### src/rtl/half_adder.sv
`default_nettype none
// ============================================================================
//  Module      : half_adder
//  Description : Registered, lane-parallel half adder. WIDTH independent
//                1-bit lanes each produce sum = a ^ b and carry = a & b one
//                clock after a valid input. A saturating counter tracks the
//                number of valid cycles in which any lane generated a carry.
//  Revision    : 1.0 - initial release
// ============================================================================
module half_adder #(
   parameter int WIDTH = 1,
   parameter int CNT_W = 16
) (
   input  logic             clk,
   input  logic             rst,
   input  logic             valid_in,
   input  logic [WIDTH-1:0] a_in,
   input  logic [WIDTH-1:0] b_in,
   output logic [WIDTH-1:0] sum_out,
   output logic [WIDTH-1:0] carry_out,
   output logic             valid_out,
   output logic             any_carry_out,
   output logic [CNT_W-1:0] carry_cnt_out
);

   // Counter ceiling (all ones) and unit increment at the counter width.
   localparam logic [CNT_W-1:0] c_cnt_max = {CNT_W{1'b1}};
   localparam logic [CNT_W-1:0] c_cnt_one = CNT_W'(1);

   logic [WIDTH-1:0] w_sum;
   logic [WIDTH-1:0] w_carry;
   logic             w_any_carry;
   logic             w_cnt_inc;

   logic [WIDTH-1:0] r_sum;
   logic [WIDTH-1:0] r_carry;
   logic             r_valid;
   logic             r_any_carry;
   logic [CNT_W-1:0] r_cnt;

   // One independent half adder per lane; nothing crosses lane boundaries.
   genvar i;
   generate
      for (i = 0; i < WIDTH; i++) begin : g_lane
         assign w_sum[i]   = a_in[i] ^ b_in[i];
         assign w_carry[i] = a_in[i] & b_in[i];
      end
   endgenerate

   assign w_any_carry = |w_carry;

   // Count only valid carry cycles, and stop at the ceiling instead of wrapping.
   assign w_cnt_inc = valid_in & w_any_carry & (r_cnt != c_cnt_max);

   // Result registers: load on valid, hold on idle; valid strobe follows valid_in.
   always_ff @(posedge clk) begin
      if (rst) begin
         r_sum       <= '0;
         r_carry     <= '0;
         r_any_carry <= 1'b0;
         r_valid     <= 1'b0;
      end else begin
         r_valid <= valid_in;
         if (valid_in) begin
            r_sum       <= w_sum;
            r_carry     <= w_carry;
            r_any_carry <= w_any_carry;
         end
      end
   end

   // Saturating carry-event counter, cleared only by reset.
   always_ff @(posedge clk) begin
      if (rst) begin
         r_cnt <= '0;
      end else if (w_cnt_inc) begin
         r_cnt <= r_cnt + c_cnt_one;
      end
   end

   assign sum_out       = r_sum;
   assign carry_out     = r_carry;
   assign valid_out     = r_valid;
   assign any_carry_out = r_any_carry;
   assign carry_cnt_out = r_cnt;

endmodule
`default_nettype wire

### config.mk
export PLATFORM = sky130hd
export DESIGN_NAME = half_adder
export DESIGN_NICKNAME = d
export VERILOG_FILES = /design/src/rtl/half_adder.sv
export SDC_FILE = /design/constraint.sdc
export NUM_CORES = 1
export LEC_CHECK = 0
export CELL_PAD_IN_SITES_DETAIL_PLACEMENT = 1
export CELL_PAD_IN_SITES_GLOBAL_PLACEMENT = 2
export CORE_MARGIN = 2
export CORE_UTILIZATION = 29
export DETAILED_ROUTE_END_ITERATION = 6
export GPL_TIMING_DRIVEN = 0
export PLACE_DENSITY = 0.85
export SKIP_CTS_REPAIR_TIMING = 1
export SLEW_MARGIN = 0
export SYNTH_ARGS = -nofsm -noshare
export SYNTH_HDL_FRONTEND = slang
export SYNTH_SLANG_ARGS = --single-unit
### constraint.sdc
create_clock -name clk -period 3.1 [get_ports clk]
set_clock_uncertainty 0.2 [all_clocks]
set_input_delay 0.31 -clock clk [delete_from_list [all_inputs] [get_ports clk]]
set_output_delay 0.31 -clock clk [all_outputs]
set_load 0.01 [all_outputs]
Yosys cells after proc, flatten, opt, wreduce, memory -nomap -nowiden

Cells that the tools add are included.

Word-level logic and storage cells: 10
Register bits after elaboration: 19
Input bits: 5
Output and inout port bits: 20

$add $sub $neg: 1
Bitwise logic cells: 4
Equality and inequality tests: 1

Operators by type and width:

| cell                  | number |
|---|---|
| $add 16x1->16 const B | 1 |
| $ne 16x16->1 const B  | 1 |
| $and 1x1->1           | 3 |
| $xor 1x1->1           | 1 |

Longest topological paths before layout

Gate-level depths: netlist (run 1).

Depth in word-level cells: 3
Mapped depth: 6
Depth with buffers taken out: 5

Least setup slack after synthesis (run 1)

OpenSTA, ideal clock, no wires.

Path kind: reg-to-reg
From: register r_cnt[0], in the netlist carry_cnt_out[0]
To: register r_cnt[8], in the netlist carry_cnt_out[8]
Required time: 2,830 ps
Library setup time: 70 ps
Stages on the path, launching flop included: 7
Path slack: 1,173 ps
Data arrival time: 1,656 ps
Cells stage by stage: dfxtp_1 -> ha_1 -> nand3_1 -> or2_1 -> clkbuf_1 -> or4_1 -> a21oi_1

Word-level cells in the longest chain between the ends: 2
Elaborated cells on any way between the ends: 3
Those cells by class: 1 x add/sub; 1 x eq/ne; 1 x bitwise

Ends and longest elaborated chain:

| what                                                  | line | source |
|---|---|---|
| from (decl)                                           | 39   | `logic [CNT_W-1:0] r_cnt;` |
| from (signal assigned)                                | 77   | `r_cnt <= r_cnt + c_cnt_one;` |
| branches (longest 2 deep; another with $add 16x1->16) | --   |  |

Several ways; the timed one is not identified.
A chain may end at the register's enable or synchronous reset.

Final worst setup path (run 1)

From: input port a_in
To: register r_cnt[9], in the netlist carry_cnt_out[9]

Word-level cells in the longest chain between the ends: 3

Ends and longest elaborated chain:

| what                     | line | source |
|---|---|---|
| from (decl)              | 17   | `input logic [WIDTH-1:0] a_in,` |
| $and 1x1->1              | 46   | `assign w_carry[i] = a_in[i] & b_in[i];` |
| net w_any_carry          | 32   | `logic w_any_carry;` |
| $and 1x1->1 (2 in a row) | 53   | `assign w_cnt_inc = valid_in & w_any_carry & (r_cnt != c_cnt_max);` |

The timed path passes the listed nets, and every way through them passes these cells.

==> results of run 1 <==
[layer usage]
| metal | part of all wire | up-vias | global-route usage |
|---|---|---|---|
| li1 | - | 486 | - |
| met1 | 0.48 | 466 | 0.206 |
| met2 | 0.47 | 16 | 0.260 |
| met3 | 0.023 | 6 | 0.0273 |
| met4 | 0.021 | 0 | 0.0699 |
| met5 | 0 | - | 0 |
[worst max-delay path, cell delays in order]
cell and delay (ns):
clkdlybuf4s50_1 0.46, ha_1 0.17, nand2_1 0.10, or3_1 0.48, or4_1 0.51, a21oi_1 0.15
[cell type report]
type                            instances  share of cell area
Sequential cell                        19               0.296
Tap cell                               44              0.0429
Timing Repair Buffer                   24               0.187
Inverter                                3             0.00877
Multi-Input combinational cell         83               0.423
Clock buffer                            4              0.0205
Buffer                                  6              0.0214
[power breakdown]
part | total, mW | switching, mW | internal [mW] | leakage, nW
sequential | 0.249 | 0.00208 | 0.247 | 0.154
combinational | 0.0291 | 0.0136 | 0.0154 | 0.226
clock | 0.134 | 0.0836 | 0.0503 | 0.0150
total | 0.412 | 0.0993 | 0.313 | 0.395
[sequential cells by signal (all words and copies together) (netlist names)]
name / count
carry_cnt_out: 16
any_carry_out: 1
sum_out: 1
valid_out: 1
[stage by stage]
step                instances  cell area [sq um]
finish                    183               1280
global route              183               1280
CTS                       183               1280
detailed placement        179               1260
global placement          179               1260
floorplan                 111                962
[cells by family after synthesis]
logic type,count (synthesis)
and+or+nand+nor,50
AOI/OAI and AO/OA,28
DFF,19
buffers and inverters,9
muxes,3
adders and majority gates,2
[worst paths after layout]
kind | start | end | slack [ns]
setup / recovery | a_in | carry_cnt_out[9] | 0.97
hold / removal | any_carry_out | any_carry_out | 0.30
setup reg to reg | carry_cnt_out[0] | carry_cnt_out[14] | 0.97
hold reg to reg | any_carry_out | any_carry_out | 0.30
[synth_stat cells (2+ instances only)]
cell type	number	area, sq um
clkbuf_1	4	15.0
nor4_1	3	18.8
nor3_1	3	15.0
o31ai_1	6	45.0
inv_1	3	11.3
nand2_1	6	22.5
nand4_1	5	31.3
or4_1	6	45.0
ha_1	2	25.0
dfxtp_1	19	380
mux2_2	2	22.5
nand3_1	6	30.0
a21oi_1	14	70.1
or3_1	7	43.8
nor2b_1	3	18.8
o21ai_0	5	25.0
nor2_1	4	15.0
==> summary.txt, run 1 <==
Status
  – Status: finished clean

Floorplanning
  – Die W: 61.6 um
  – Core Area: 3100 sq um
  – Die area: 3790 sq um
  – Die Ht: 61.6 um
  – I/O pins: 25
  – Initial core utilization: 0.310
  – Site row count: 20

Clocking
  – CTS tree: yes
  – Inserted Clock Buffers: 3
  – Clock transition at path regs: 0.11 ns
  – Root buf cell: clkbuf_4
  – Sinks on Clock Net: 19
  – Clock Tree Buf Depth: 2
  – H-tree depth: 1
  – Skew-Pair Late Insertion Delay: 0.31 ns

Worst setup path
  – Startpoint Class: input pin
  – Worst r2r path cells: 6
  – CP Max Fanout: 6
  – Worst EP arrival: 2.18 ns
  – Required time worst endpoint: 3.14 ns
  – Crit Path Class: input pin to register
  – Worst Setup End Kind: register

Global route
  – Largest net degree at the start of global routing: 11
  – Global route total overflow: 0
  – Vias in the first global route: 972
  – GRT Total Usage: 0.159
  – Global-route wire length before repair: 4420 um
  – Initial antenna violation count: 0

Worst hold path
  – Hold path cells: 2
  – Worst hold path type: register to register

STA
  – Final WS setup: 0.967 ns
  – Setup violators final: 0
  – Rel. slew slack: 0.645
  – Hold Slack: 0.299 ns
  – Final Max Tran Viols: 0
  – Final Hold Vio Count: 0
  – Fmax: 0.469 GHz
  – Period utilisation layout: 0.688
  – Final min period: 2.13 ns
  – Setup TNS: 0 ns
  – Slew @ Worst Pin: 0.533 ns
  – RSZ-0062 raised after global routing: no

Flow run
  – Max_cap viols: 0

Logic synthesis
  – Largest family of logic cells by synthesized area: simple AND/OR/NAND/NOR gates
  – Synth Cell Area: 962 sq um
  – Post-synthesis simple-gate area fraction: 0.332
  – Mux contribution to synthesized area: 0.0338
  – Yosys warns: 0
  – XOR/XNOR Fraction of Synth Area: 0
  – Post-Syn Nets: 118
  – Post-Synthesis Cells: 111
  – Synth async-reset ratio: 0
  – Compound-Gate Fraction of Synth Area: 0.173
  – Synth unique cells: 30
  – Post-synth top flop: dfxtp_1
  – Register bit total from synthesis: 19
  – EDFF count, synth: 0
  – Sequential area share after synthesis: 0.395
  – Post-synthesis adder-cell area fraction: 0.0260
  – Syn_area_per_cell: 8.67 sq um

Finish
  – Sequential Area: 380 sq um
  – # diodes: 0
  – Layout Utilization: 0.414
  – Layout cells sized above 1: 0.0863
  – Final nets: 147
  – Area grow syn2layout: 33.4%
  – Most frequent cells in the layout: clkdlybuf4s50_1 (24), dfxtp_1 (19), a21oi_1 (14)
  – Commonest non-fill, non-tap cell in the layout: clkdlybuf4s50_1
  – Fill cells: 379
  – Multi-input gate area: 543 sq um

Detailed routing
  – Final ANT Viol Nets: 0
  – Wirelength per Cell: 14.4 um
  – 1st-iter DRT viols: 24
  – Total number of vias: 974
  – DR DRC count: 0
  – TritonRoute pass-1 iters: 4
  – Final WL: 2630 um
  – DR vias/cell: 5.32

Placed design
  – PortBufs: 24
  – Hpwl dp: 1940 um
  – Dpl ws: 0.640 ns
  – Final RePlAce weighted congestion: 0.759

Pwr
  – Power Total: 0.412 mW
  – LEAKAGE: 0.395 nW
  – Max VDD drop: 0.144 mV
  – Power per cell area: 321 nW/um^2
Power figures use the tool's default switching activity.
==> inputs of run 2 (changes only) <==
--- a/config.mk
+++ b/config.mk
@@ -8,10 +8,10 @@
 export CELL_PAD_IN_SITES_DETAIL_PLACEMENT = 1
 export CELL_PAD_IN_SITES_GLOBAL_PLACEMENT = 2
 export CORE_MARGIN = 2
-export CORE_UTILIZATION = 29
+export CORE_UTILIZATION = 27
 export DETAILED_ROUTE_END_ITERATION = 6
 export GPL_TIMING_DRIVEN = 0
-export PLACE_DENSITY = 0.85
+export PLACE_DENSITY = 0.8
 export SKIP_CTS_REPAIR_TIMING = 1
 export SLEW_MARGIN = 0
 export SYNTH_ARGS = -nofsm -noshare
==> constraint.sdc (replaced) <==
create_clock -name clk -period 2 [get_ports clk]
set_clock_uncertainty 0.2 [all_clocks]
set_input_delay 0.2 -clock clk [delete_from_list [all_inputs] [get_ports clk]]
set_output_delay 0.2 -clock clk [all_outputs]
set_load 0.01 [all_outputs]
==> run 2 against run 1 <==
Against the previous run: first-iteration DRC count is 130% higher; critical path depth is 2 lower; count of clock-buffer cells in the layout stayed put; clock power is 49% higher; via count is 3.1% higher; global-route usage is 1.9 points lower; worst hold slack better by 0.0074 ns; non-clock buffer count is 2 higher; utilization is 0.40 points lower; register-to-register slack worse by 0.95 ns; critical path type is now register to register.
==> summary.txt, run 2 (same netlist as run 1, synthesis figures left out) <==
Worst setup path
  – FF-to-FF End: carry_cnt_out[15]
  – Sum of buffers and inverters on the critical path: 0
  – Reg2reg setup slack: 0.01 ns
  – Crit-path cells: nand4_1 > or4_4 > or4_1 > a21oi_1
  – Delay of the slowest critical-path stage: 0.58 ns
  – Worst EP arrival: 2.02 ns
  – Critical R2R Launch: carry_cnt_out[2]
  – Startpoint Class: register
  – Required time worst endpoint: 2.03 ns
  – Worst Setup End Kind: register
  – Crit Path Class: register to register
  – Slowest stage cell, crit path: or4_4
  – CP Max Fanout: 7
  – Worst r2r path cells: 4
  – Cell family with most CP delay: simple AND/OR/NAND/NOR gates

Pwr
  – Max VDD drop: 0.199 mV
  – Power per cell area: 449 nW/um^2
  – LEAKAGE: 0.440 nW

Placed design
  – Final RePlAce weighted congestion: 0.765
  – Hpwl dp: 2010 um
  – Placed Area: 1260 sq um
  – PortBufs: 24

STA
  – Period utilisation layout: 0.993
  – Slew @ Worst Pin: 0.494 ns
  – Rel. slew slack: 0.671
  – Final min period: 1.99 ns
  – Final Hold Vio Count: 0
  – Fmax: 0.504 GHz
  – Hold Slack: 0.307 ns
  – Setup violators final: 0
  – Final Max Tran Viols: 0

Floorplanning
  – Die W: 63.7 um
  – Die Ht: 63.7 um
  – Initial core utilization: 0.284
  – Die area: 4060 sq um
  – Core Area: 3390 sq um
  – I/O pins: 25
  – Site row count: 21

Finish
  – Number of flip-flops in the largest register: 16
  – Most frequent cells in the layout: clkdlybuf4s50_1 (24), a21oi_1 (14), dfxtp_1 (8)
  – Layout cells sized above 1: 0.227
  – Sequential Area: 412 sq um
  – Fill cells: 395
  – Layout Utilization: 0.410
  – Final nets: 149
  – Commonest non-fill, non-tap cell in the layout: clkdlybuf4s50_1
  – Final instance area: 1390 sq um
  – Area grow syn2layout: 44.3%
  – # diodes: 0
  – Multi-input gate area: 593 sq um

Clocking
  – Sinks on Clock Net: 19
  – Root buf cell: clkbuf_4
  – Clock Tree Buf Depth: 2
  – Clock transition at path regs: 0.11 ns
  – H-tree depth: 1
  – Skew-Pair Late Insertion Delay: 0.30 ns
  – CTS tree: yes
  – Inserted Clock Buffers: 3

Global route
  – Global-route wire length before repair: 4450 um
  – Largest net degree at the start of global routing: 11
  – GRT Total Usage: 0.141
  – Vias in the first global route: 952
  – Global route total overflow: 0
  – Initial antenna violation count: 0

Worst hold path
  – Hold path endpoint: any_carry_out
  – Hold path cells: 2
  – Worst hold start: any_carry_out
  – Worst hold path type: register to register

Detailed routing
  – Total number of vias: 1,004
  – DR vias/cell: 5.37
  – Wirelength per Cell: 14.8 um
  – Final ANT Viol Nets: 0
  – Final WL: 2760 um
  – TritonRoute pass-1 iters: 3
  – DR DRC count: 0
  – 1st-iter DRT viols: 54

Status
  – Status: finished clean

Flow run
  – Max_cap viols: 0
[run 2: changes by cell type in the layout (fill, tap and decap cells not counted), moves of 2 or more]
cell,change
buf_4,+4
dfxtp_1,-11
dfxtp_2,+4
dfxtp_4,+7
ha_1,-2
[run 2: worst min-delay path, stage by stage (launching register included)]
cell,delay [ns]
dfxtp_1,0.34
nand2b_1,0.07
a21oi_1,0.06
[run 2: layout make-up]
cell class	instances	area share
Tap cell	46	0.0414
Sequential cell	19	0.296
Inverter	3	0.00811
Buffer	5	0.0189
Timing Repair Buffer	27	0.189
Clock buffer	4	0.0189
Multi-Input combinational cell	83	0.427
[run 2: per-stage QoR]
step           worst slack [ns]  setup TNS (ns)  std cells  power, mW
3_5_place_dp             -0.333           -2.65        181      0.441
3_3_place_gp             -0.336           -2.19        181      0.440
4_1_cts                  -0.143           -1.12        185      0.648
6_report                 0.0143               0        187      0.624
2_1_floorplan            0.0731               0        111      0.414
5_1_grt                 -0.0244         -0.0244        187      0.665
[run 2: worst max path at each step]
| stage | endpoint | start | depth (start not counted) | slack (ns) |
|---|---|---|---|---|
| after CTS | carry_cnt_out[14] | carry_cnt_out[0] | 6 | -0.14 |
| after global placement | carry_cnt_out[14] | a_in | 7 | -0.34 |
| after detailed placement | carry_cnt_out[9] | b_in | 6 | -0.33 |
| after floorplan | carry_cnt_out[8] | carry_cnt_out[0] | 6 | 0.07 |
| final | carry_cnt_out[15] | carry_cnt_out[2] | 4 | 0.01 |
| after global routing | carry_cnt_out[15] | carry_cnt_out[0] | 4 | -0.02 |
[run 2: power breakdown]
part / total (mW) / leakage (nW) / internal (mW) / switching [mW]
combinational: 0.0469 / 0.263 / 0.0249 / 0.0220
clock: 0.199 / 0.0150 / 0.0777 / 0.121
sequential: 0.378 / 0.161 / 0.374 / 0.00386
total: 0.624 / 0.440 / 0.477 / 0.147
[run 2: per-layer routing]
layer  up-vias  track usage  wire [um]
li1        485            -          -
met1       496        0.180       1230
met2        18        0.233       1390
met3         5       0.0250        101
met4         0       0.0571         44
met5         -            0          0
